**config.mk**
```make
export PLATFORM = sky130hd
export DESIGN_NAME = lsu_flat
export DESIGN_NICKNAME = d
export VERILOG_FILES = /design/src/rtl/lsu_pkg.sv /design/src/rtl/lsu_if.sv /design/src/rtl/lsu_align.sv /design/src/rtl/lsu.sv /design/src/flat_wrapper.sv
export SDC_FILE = /design/constraint.sdc
export NUM_CORES = 1
export LEC_CHECK = 0
export CORE_UTILIZATION = 44
export DETAILED_ROUTE_END_ITERATION = 6
export PLACE_DENSITY = 0.92
export SLEW_MARGIN = 20
export SYNTH_ARGS = -nofsm -noshare
export SYNTH_HDL_FRONTEND = slang
export SYNTH_SLANG_ARGS = --single-unit
```
**constraint.sdc**
```tcl
create_clock -name clk_i -period 3.15 [get_ports clk_i]
set_input_delay 0.4725 -clock clk_i [delete_from_list [all_inputs] [get_ports clk_i]]
set_output_delay 0.4725 -clock clk_i [all_outputs]
set_load 0.02 [all_outputs]
```
**src/rtl/lsu_pkg.sv**
```systemverilog
// rtl/lsu_pkg.sv - shared data-memory access type encodings and size decode helpers
package lsu_pkg;

  localparam logic [2:0] DM_WORD       = 3'b000;
  localparam logic [2:0] DM_HALFWORD   = 3'b001;
  localparam logic [2:0] DM_HALFWORD_U = 3'b010;
  localparam logic [2:0] DM_BYTE       = 3'b011;
  localparam logic [2:0] DM_BYTE_U     = 3'b100;

  typedef enum logic [1:0] {SZ_BYTE, SZ_HALF, SZ_WORD} size_e;

  // Unrecognised encodings fall through to a full word access.
  function automatic size_e dm_size(input logic [2:0] t);
    case (t)
      DM_BYTE, DM_BYTE_U:         return SZ_BYTE;
      DM_HALFWORD, DM_HALFWORD_U: return SZ_HALF;
      default:                    return SZ_WORD;
    endcase
  endfunction

  function automatic logic dm_signed(input logic [2:0] t);
    return (t == DM_BYTE) || (t == DM_HALFWORD);
  endfunction

endpackage

```
**src/rtl/lsu_if.sv**
```systemverilog
// rtl/lsu_if.sv - data-memory request/acknowledge bus between the LSU and memory
interface lsu_if;
  logic        bus_req;
  logic        bus_we;
  logic [31:0] bus_addr;
  logic [3:0]  bus_be;
  logic [31:0] bus_wdata;
  logic        bus_ack;
  logic [31:0] bus_rdata;

  modport master (
    output bus_req, bus_we, bus_addr, bus_be, bus_wdata,
    input  bus_ack, bus_rdata
  );

  modport slave (
    input  bus_req, bus_we, bus_addr, bus_be, bus_wdata,
    output bus_ack, bus_rdata
  );
endinterface

```
**src/rtl/lsu_align.sv**
```systemverilog
// rtl/lsu_align.sv - byte-lane enables, store replication and load extract/extend
module lsu_align
  import lsu_pkg::*;
(
  input  logic [2:0]  dm_type_i,
  input  logic [1:0]  offset_i,
  input  logic [31:0] wdata_i,
  input  logic [31:0] bus_rdata_i,
  output logic [3:0]  be_o,
  output logic [31:0] wdata_o,
  output logic [31:0] rdata_o,
  output logic        misalign_o
);

  size_e       sz;
  logic        sgn;
  logic [7:0]  lane_b;
  logic [15:0] lane_h;

  always_comb begin
    sz     = dm_size(dm_type_i);
    sgn    = dm_signed(dm_type_i);
    lane_h = offset_i[1] ? bus_rdata_i[31:16] : bus_rdata_i[15:0];
    case (offset_i)
      2'd0:    lane_b = bus_rdata_i[7:0];
      2'd1:    lane_b = bus_rdata_i[15:8];
      2'd2:    lane_b = bus_rdata_i[23:16];
      default: lane_b = bus_rdata_i[31:24];
    endcase

    be_o       = 4'b1111;
    wdata_o    = wdata_i;
    rdata_o    = bus_rdata_i;
    misalign_o = (offset_i != 2'd0);
    case (sz)
      SZ_BYTE: begin
        be_o       = 4'b0001 << offset_i;
        wdata_o    = {4{wdata_i[7:0]}};
        rdata_o    = {{24{sgn & lane_b[7]}}, lane_b};
        misalign_o = 1'b0;
      end
      SZ_HALF: begin
        be_o       = 4'b0011 << {offset_i[1], 1'b0};
        wdata_o    = {2{wdata_i[15:0]}};
        rdata_o    = {{16{sgn & lane_h[15]}}, lane_h};
        misalign_o = offset_i[0];
      end
      default: ;
    endcase
  end

endmodule

```
**src/rtl/lsu.sv**
```systemverilog
// rtl/lsu.sv - single-outstanding load/store unit: IDLE -> REQ -> DONE with bus timeout
module lsu
  import lsu_pkg::*;
#(
  parameter int TIMEOUT = 16
) (
  input  logic        clk_i,
  input  logic        rstn_i,
  input  logic        start_i,
  input  logic        mem_we_i,
  input  logic [2:0]  dm_type_i,
  input  logic [31:0] addr_i,
  input  logic [31:0] wdata_i,
  output logic        busy_o,
  output logic        done_o,
  output logic [31:0] rdata_o,
  output logic        misalign_o,
  output logic        timeout_o,
  lsu_if.master       bus
);

  localparam int CW = $clog2(TIMEOUT + 1);

  typedef enum logic [1:0] {S_IDLE, S_REQ, S_DONE} state_e;

  state_e        state_q;
  logic [CW-1:0] cnt_q;
  logic [2:0]    dm_type_q;
  logic [1:0]    off_q;
  logic          done_q, misalign_q, timeout_q;
  logic [31:0]   rdata_q;
  logic          bus_req_q, bus_we_q;
  logic [31:0]   bus_addr_q, bus_wdata_q;
  logic [3:0]    bus_be_q;

  logic [2:0]    al_type;
  logic [1:0]    al_off;
  logic [3:0]    al_be;
  logic [31:0]   al_wdata, al_rdata;
  logic          al_misalign;

  // Lane logic sees the live request in IDLE and the latched one while waiting on the bus.
  assign al_type = (state_q == S_IDLE) ? dm_type_i   : dm_type_q;
  assign al_off  = (state_q == S_IDLE) ? addr_i[1:0] : off_q;

  lsu_align u_align (
    .dm_type_i   (al_type),
    .offset_i    (al_off),
    .wdata_i     (wdata_i),
    .bus_rdata_i (bus.bus_rdata),
    .be_o        (al_be),
    .wdata_o     (al_wdata),
    .rdata_o     (al_rdata),
    .misalign_o  (al_misalign)
  );

  always_ff @(posedge clk_i or negedge rstn_i) begin
    if (!rstn_i) begin
      state_q     <= S_IDLE;
      cnt_q       <= '0;
      dm_type_q   <= DM_WORD;
      off_q       <= 2'd0;
      done_q      <= 1'b0;
      misalign_q  <= 1'b0;
      timeout_q   <= 1'b0;
      rdata_q     <= '0;
      bus_req_q   <= 1'b0;
      bus_we_q    <= 1'b0;
      bus_addr_q  <= '0;
      bus_be_q    <= '0;
      bus_wdata_q <= '0;
    end else begin
      done_q <= 1'b0;
      case (state_q)
        S_IDLE: begin
          if (start_i) begin
            dm_type_q  <= dm_type_i;
            off_q      <= addr_i[1:0];
            cnt_q      <= '0;
            timeout_q  <= 1'b0;
            rdata_q    <= '0;
            misalign_q <= al_misalign;
            if (al_misalign) begin
              state_q <= S_DONE;
              done_q  <= 1'b1;
            end else begin
              state_q     <= S_REQ;
              bus_req_q   <= 1'b1;
              bus_we_q    <= mem_we_i;
              bus_addr_q  <= {addr_i[31:2], 2'b00};
              bus_be_q    <= al_be;
              bus_wdata_q <= al_wdata;
            end
          end
        end
        S_REQ: begin
          if (bus.bus_ack || cnt_q == CW'(TIMEOUT - 1)) begin
            state_q     <= S_DONE;
            done_q      <= 1'b1;
            timeout_q   <= !bus.bus_ack;
            rdata_q     <= (bus.bus_ack && !bus_we_q) ? al_rdata : 32'd0;
            bus_req_q   <= 1'b0;
            bus_we_q    <= 1'b0;
            bus_addr_q  <= '0;
            bus_be_q    <= '0;
            bus_wdata_q <= '0;
          end else begin
            cnt_q <= cnt_q + CW'(1);
          end
        end
        S_DONE: begin
          state_q <= S_IDLE;
          cnt_q   <= '0;
        end
        default: state_q <= S_IDLE;
      endcase
    end
  end

  assign busy_o     = rstn_i & (((state_q == S_IDLE) & start_i) | (state_q == S_REQ));
  assign done_o     = done_q;
  assign rdata_o    = rdata_q;
  assign misalign_o = misalign_q;
  assign timeout_o  = timeout_q;

  assign bus.bus_req   = bus_req_q;
  assign bus.bus_we    = bus_we_q;
  assign bus.bus_addr  = bus_addr_q;
  assign bus.bus_be    = bus_be_q;
  assign bus.bus_wdata = bus_wdata_q;

endmodule

```
**src/flat_wrapper.sv**
```systemverilog
// flat-port wrapper written by rule: the top's interface ports become plain ports
module lsu_flat import lsu_pkg::*;
#(
  parameter int TIMEOUT = 16
)
  (clk_i, rstn_i, start_i, mem_we_i, dm_type_i, addr_i, wdata_i, busy_o, done_o, rdata_o, misalign_o, timeout_o, bus_bus_req, bus_bus_we, bus_bus_addr, bus_bus_be, bus_bus_wdata, bus_bus_ack, bus_bus_rdata);
  lsu_if bus_i ();
  input  logic clk_i;
  input  logic rstn_i;
  input  logic start_i;
  input  logic mem_we_i;
  input  logic [2:0] dm_type_i;
  input  logic [31:0] addr_i;
  input  logic [31:0] wdata_i;
  output logic busy_o;
  output logic done_o;
  output logic [31:0] rdata_o;
  output logic misalign_o;
  output logic timeout_o;
  output wire logic [$bits(bus_i.bus_req)-1:0] bus_bus_req;
  output wire logic [$bits(bus_i.bus_we)-1:0] bus_bus_we;
  output wire logic [$bits(bus_i.bus_addr)-1:0] bus_bus_addr;
  output wire logic [$bits(bus_i.bus_be)-1:0] bus_bus_be;
  output wire logic [$bits(bus_i.bus_wdata)-1:0] bus_bus_wdata;
  input wire logic [$bits(bus_i.bus_ack)-1:0] bus_bus_ack;
  input wire logic [$bits(bus_i.bus_rdata)-1:0] bus_bus_rdata;
  assign bus_bus_req = bus_i.bus_req;
  assign bus_bus_we = bus_i.bus_we;
  assign bus_bus_addr = bus_i.bus_addr;
  assign bus_bus_be = bus_i.bus_be;
  assign bus_bus_wdata = bus_i.bus_wdata;
  assign bus_i.bus_ack = bus_bus_ack;
  assign bus_i.bus_rdata = bus_bus_rdata;
  lsu #(.TIMEOUT(TIMEOUT)) u_core (.clk_i(clk_i), .rstn_i(rstn_i), .start_i(start_i), .mem_we_i(mem_we_i), .dm_type_i(dm_type_i), .addr_i(addr_i), .wdata_i(wdata_i), .busy_o(busy_o), .done_o(done_o), .rdata_o(rdata_o), .misalign_o(misalign_o), .timeout_o(timeout_o), .bus(bus_i));
endmodule
```
---- After elaboration in Yosys (flattened, before gate mapping) ----
Cells that the tools add are included.
Widths: inputs -> output; s select.
word-level totals
  register bits after elaboration ......... 117
  word-level logic and storage cells ...... 98
cells by class
  bitwise logic cells ..................... 5
  shifts and indexed selects .............. 2
  reductions and logical operators ........ 18
  equal/unequal tests ..................... 14
  add/sub/neg operators ................... 1
  mux-type cells .......................... 45
operators by type and width
  kind                 count
  $pmux 32 s2          5
  $mux 32              8
  $pmux 8 s3           1
  $mux 16              1
  $pmux 4 s2           2
  $pmux 5 s3           1
  $mux 4               3
  $mux 1               10
  $mux 5               2
  $pmux 1 s2           5
  $mux 2               4
  $pmux 2 s2           2
  $eq 2x1->1 const B   3
  $eq 3x2->1 const B   2
  $logic_not 2->1      3
  $ne 2x2->1 const B   3
  $reduce_and 3->1     2
  $add 5x1->5 const B  1
  $eq 5x4->1 const B   1
  $and 1x1->1          4
  $eq 2x2->1 const B   2
  $reduce_and 2->1     2
  $reduce_and 4->1     1
  $reduce_bool 2->1    2
  other kinds (12)     15

---- Longest topological paths before layout ----
Gate-level depths: netlist (run 1).
  depth after elaboration ................. 10
  gate-level depth with buffers ........... 10
  depth with buffers taken out ............ 8

---- Cells and area by module ----
From an unflattened synthesis (run 1), not the netlist that was laid out.
unflattened totals
  cell total of the unflattened synthesis .. 563
  area, all modules ....................... 6054.6 sq um
by module, submodules not included
  module     area an instance (sq um)  cells an instance  instances  sequential area each (sq um)
  lsu        4299.1                    294                1          2877.8
  lsu_align  1755.4                    269                1          0.0

---- Worst setup path after synthesis (run 1) ----
No wires, ideal clock.
  kind .................................... register to register
  from .................................... register u_core.state_q[0]
  to ...................................... register u_core.rdata_q[16], in the netlist u_core.rdata_o[16]
  library setup time ...................... 0.083 ns
  slack ................................... 0.758 ns
  required time ........................... 3.067 ns
  clock period less this slack ............ 2.392 ns
  path buffers ............................ 2
  data arrival time ....................... 2.309 ns
  stages on the path, launching flop included .. 8
  path through ............................ dfrtp_1 > nor2_2 > buf_6 > mux2i_1 > mux2i_2 > o221ai_2 > clkbuf_2 > o21ai_0
between the ends
  word-level cells in the longest chain between the ends .. 10
ends and longest elaborated chain
  element                                               line                             text
  start: declaration                                    lsu.sv:26                        state_e state_q;
  start signal: assignment                              lsu.sv:59                        state_q <= S_IDLE;
  start signal: assignment                              lsu.sv:84                        state_q <= S_DONE;
  start signal: assignment                              lsu.sv:87                        state_q <= S_REQ;
  $logic_not 2->1                                       lsu.sv:43, lsu.sv:44, lsu.sv:74
  $mux 3                                                lsu.sv:43                        assign al_type = (state_q == S_IDLE) ? dm_type_i : dm_type_q;
  $eq 3x1->1 (tied with other cells)                    lsu_pkg.sv:14, lsu_pkg.sv:22
  $reduce_or 2->1                                       lsu_pkg.sv:14                    case (t)
  $pmux 2 s2                                            lsu_pkg.sv:14
  $eq 2x1->1 / $logic_not 2->1 (equally long branches)  lsu_align.sv:35                  case (sz)
  $pmux 32 s2                                           lsu_align.sv:35
  $mux 32                                               lsu.sv:101                       rdata_q <= (bus.bus_ack && !bus_we_q) ? al_rdata : 32'd0;
  $mux 32                                               lsu.sv:97                        if (bus.bus_ack || cnt_q == CW'(TIMEOUT - 1)) begin
  $pmux 32 s2                                           lsu.sv:74                        case (state_q)
  end signal: assignment                                lsu.sv:101
  end: declaration                                      lsu.sv:31                        logic [31:0] rdata_q;
Parallel ways exist; a longest one is shown, timed or not. The select of a mux whose other input is x is not followed.
A chain may end at the register's enable or synchronous reset.

---- Worst setup path after layout (run 1) ----
  from .................................... register u_core.state_q[0]
  to ...................................... register u_core.rdata_q[22], in the netlist u_core.rdata_o[22]
The elaborated chain is that of the path after synthesis.

==> results of run 1 <==
[kinds of logic (layout without fill, tap and decap cells)]
logic type	Yosys count	count (layout)
xor gates and xnor gates	2	2
buffers and inverters	51	276
AOI/OAI and AO/OA	209	209
adders and majority gates	2	2
and+or+nand+nor	110	110
DFF	115	115
other	1	2
muxes	26	26
[timing repair]
action | CTS | global route
buffers inserted | 0 | 0
setup endpoints to repair | 0 | 15
resized for setup | 0 | 1
[per-layer routing]
layer	share of wire (%)	up-vias	routed length (um)
met5	0	-	0
li1	-	2349	-
met3	7.9	43	1380
met2	49	305	8550
met4	3.0	0	530
met1	40	2513	7010
[power by group through the flow]
stage / Clock (mW) / Sequential (mW) / Combinational, mW
floorplan: 0 / 3.12 / 2.17
global placement: 0 / 2.51 / 4.77
detailed placement: 0 / 2.53 / 4.91
CTS: 2.02 / 2.53 / 4.93
global route: 2.09 / 2.60 / 5.28
finish: 1.99 / 2.54 / 4.96
[placed cells by master (no fill, tap or decap), types with 3 or more instances in the layout]
cell type and instances:
nor2_1 45, o221ai_1 7, a221o_1 5, mux2_2 7, mux2i_1 18, a21oi_1 10
buf_4 22, o21ai_0 83, a222oi_1 8, clkinvlp_4 3, o22ai_1 6, nor3b_1 3
nand4_1 3, inv_1 13, clkdlybuf4s50_1 206, clkbuf_16 17, inv_6 4, buf_12 3
o31ai_1 26, o211ai_1 3, dfrtp_1 115, a21o_1 4, nand2_1 39, a22o_1 38
bufinv_16 3, nand3_1 5
[final timing paths]
path	startpoint	slack (ps)	endpoint
worst max-delay path	u_core.state_q[0]	360	u_core.rdata_o[22]
min in group clk_i	u_core.bus.bus_req	480	u_core.bus.bus_req
worst max register to register	u_core.state_q[0]	360	u_core.rdata_o[22]
worst min register to register	u_core.bus.bus_req	480	u_core.bus.bus_req
worst min-delay path	rstn_i	320	u_core.rdata_o[29]
max in group asynchronous	rstn_i	1660	u_core.bus.bus_wdata[28]
[worst reg2reg max path: cells and delay by family, from the launching register on]
family          cells  cell delay (ps)
buf+inv             1              200
simple gates        1              220
compound gates      2              630
mux                 3             1110
flops               1              530
[sequential cells by signal (all words and copies together), names as in the netlist]
| signal | flops |
|---|---|
| u_core.off_q | 2 |
| u_core.bus.bus_we | 1 |
| u_core.done_o | 1 |
| u_core.bus.bus_addr | 30 |
| u_core.misalign_o | 1 |
| u_core.rdata_o | 32 |
| u_core.bus.bus_req | 1 |
| u_core.timeout_o | 1 |
| u_core.cnt_q | 5 |
| u_core.state_q | 2 |
| u_core.bus.bus_wdata | 32 |
| u_core.bus.bus_be | 4 |
| u_core.dm_type_q | 3 |
[through the flow]
step                      instances  power [mW]  setup slack [ps]  TNS [ps]  instance area, um2
final                           889        9.49               362         0                8320
after floorplan                 517        5.29               758         0                5400
after CTS                       889        9.48               198         0                8300
after detailed placement        857        7.44             -39.7      -447                7690
after global routing            889        9.97               137         0                8320
after global placement          857        7.28              73.7         0                7690
[layout make-up]
type / count / area (um2)
clock buffers: 18 / 439
clock inverters: 14 / 175
fillers: 860 / 3640
inverters: 13 / 48.8
multi-input cells: 351 / 2310
flip-flops and latches: 115 / 2880
well taps: 147 / 184
repair buffers: 231 / 2290
==> results.txt, run 1 <==
Critical Path Stages = 7
area grow syn2layout = 54.1%
nature of the critical path endpoint = flop
worst path bufs/invs = 1
sequential area share after synthesis = 53.3%
Synth Area in Compound Gates = 27.1%
post-synth top area cell = dfrtp_1
Tcrit/Tclk final = 88.5%
synthesized instance count = 516
Yosys reg bits = 115
GR Layer Usage met2 = 46.2%
CTS Root Cell = clkbuf_16
number of synthesized flops with an enable pin = 0
DRC = 0
Clock Skew = 9.56 ps
global route hottest layer = met2
share of layout cells above drive strength 1 = 10.5%
synth warn = 0
slowest CP cell = mux2i_2
Starting Density = 45.1%
Synth Cell Area = 5400 um2
wire length of the first global-routing pass = 27200 um
initial antenna violation count = 0
multiplexer area fraction after synthesis = 5.05%
met3 Use GR = 6.53%
CTS Buf Count = 17
critical path arrival = 3100 ps
Crit path max-delay family = multiplexers
RSZ-0062 raised after global routing = false
Worst Tran Pin Value = 923 ps
Die X = 113 um
Clock Latency Late Sink = 410 ps
sw frac = 41.1%
worst path required time = 3470 ps
Remaining Overflow, GRT = 0
CTS H-Tree Depth = 4
worst hold slack = 324 ps
core area = 12000 um2
CP startpoint kind = flop
drt pass-1 iters = 6
number of clock sinks = 115
Max Cap Violations = 0
Synth top area share = 53.3%
status = finished, final reports clean
Synth Area per Inst = 10.5 um2
CTS tree = done
most numerous cell in the Yosys netlist = dfrtp_1
most area-consuming cells after synthesis = dfrtp_1, o21ai_0, a22o_1
Pwr Density = 1140 nW/um2
sequential cell fraction of total power = 26.7%
type of the worst min-delay path = input pin to async pin
Slew Viols, Final = 0
ys flop type = dfrtp_1
post-synthesis cell type count = 56
Vias = 5210
CTS max path bufs = 2
largest net degree at the start of global routing = 70
final cell utilization of the core = 69.5%
CP most frequent cell = mux2i_1
vias in the first global route = 5287
ant diodes = 0
IO Pins = 210
Max transition margin = 38.3%
remaining antenna violation count = 0
Adder-Cell Fraction of Synth Area = 0.464%
crit path time final = 2790 ps
Final HPWL DP = 12500 um
clock slew at reported path FFs = 60 ps
Pint = 5.59 mW
hold-fix buffers at CTS = 0
net switching power = 3.90 mW
DR iter-0 viols = 607
asr flop ratio synth = 100%
Worst Reg-to-Reg Cells = 7
Tot GR Track Use = 27.9%
worst-path fanout max = 16
Hold Vio Cnt, Final = 0
Comb pwr share = 52.3%
synth cell count leaders = dfrtp_1, o21ai_0, nor2_1
clock share of power = 21.0%
CP Cell Sequence = nor2_2, buf_4, mux2i_1, mux2i_1, mux2i_2, o221ai_4, o21ai_0
Routed WL = 17500 um
Crit Path Class = flop to flop
port bufs = 207
Die Footprint = 12700 um2
Core Rows = 40
nets = 835
post-synthesis simple-gate area fraction = 9.09%
GR Util met1 = 34.9%
xor and xnor area share after synthesis = 0.325%
Placer Congestion = 0.867
Setup Viol. Count Final = 0
Max Fclk = 359 MHz
largest stage delay on the critical path = 540 ps
Die Height = 113 um
combinational family with the most area after synthesis = compound AO/OA/AOI/OAI gates
VDD IR max = 0.000526 V
WL per Instance = 19.7 um
via density per instance = 5.86
Pleak = 3.61 nW
Power figures use the tool's default switching activity.
==> run 2, diff against run 1 <==
--- a/config.mk
+++ b/config.mk
@@ -5,6 +5,7 @@
 export SDC_FILE = /design/constraint.sdc
 export NUM_CORES = 1
 export LEC_CHECK = 0
+export ABC_CLOCK_PERIOD_IN_PS = 3150
 export CORE_UTILIZATION = 44
 export DETAILED_ROUTE_END_ITERATION = 6
 export PLACE_DENSITY = 0.92
==> results of run 2 <==
Final layout, timing and power as in run 1 (identical DEF).
==> run 3, diff against run 2 <==
--- a/config.mk
+++ b/config.mk
@@ -13,3 +13,4 @@
 export SYNTH_ARGS = -nofsm -noshare
 export SYNTH_HDL_FRONTEND = slang
 export SYNTH_SLANG_ARGS = --single-unit
+export TNS_END_PERCENT = 50
==> results of run 3 <==
Final layout, timing and power as in run 1 (identical DEF).
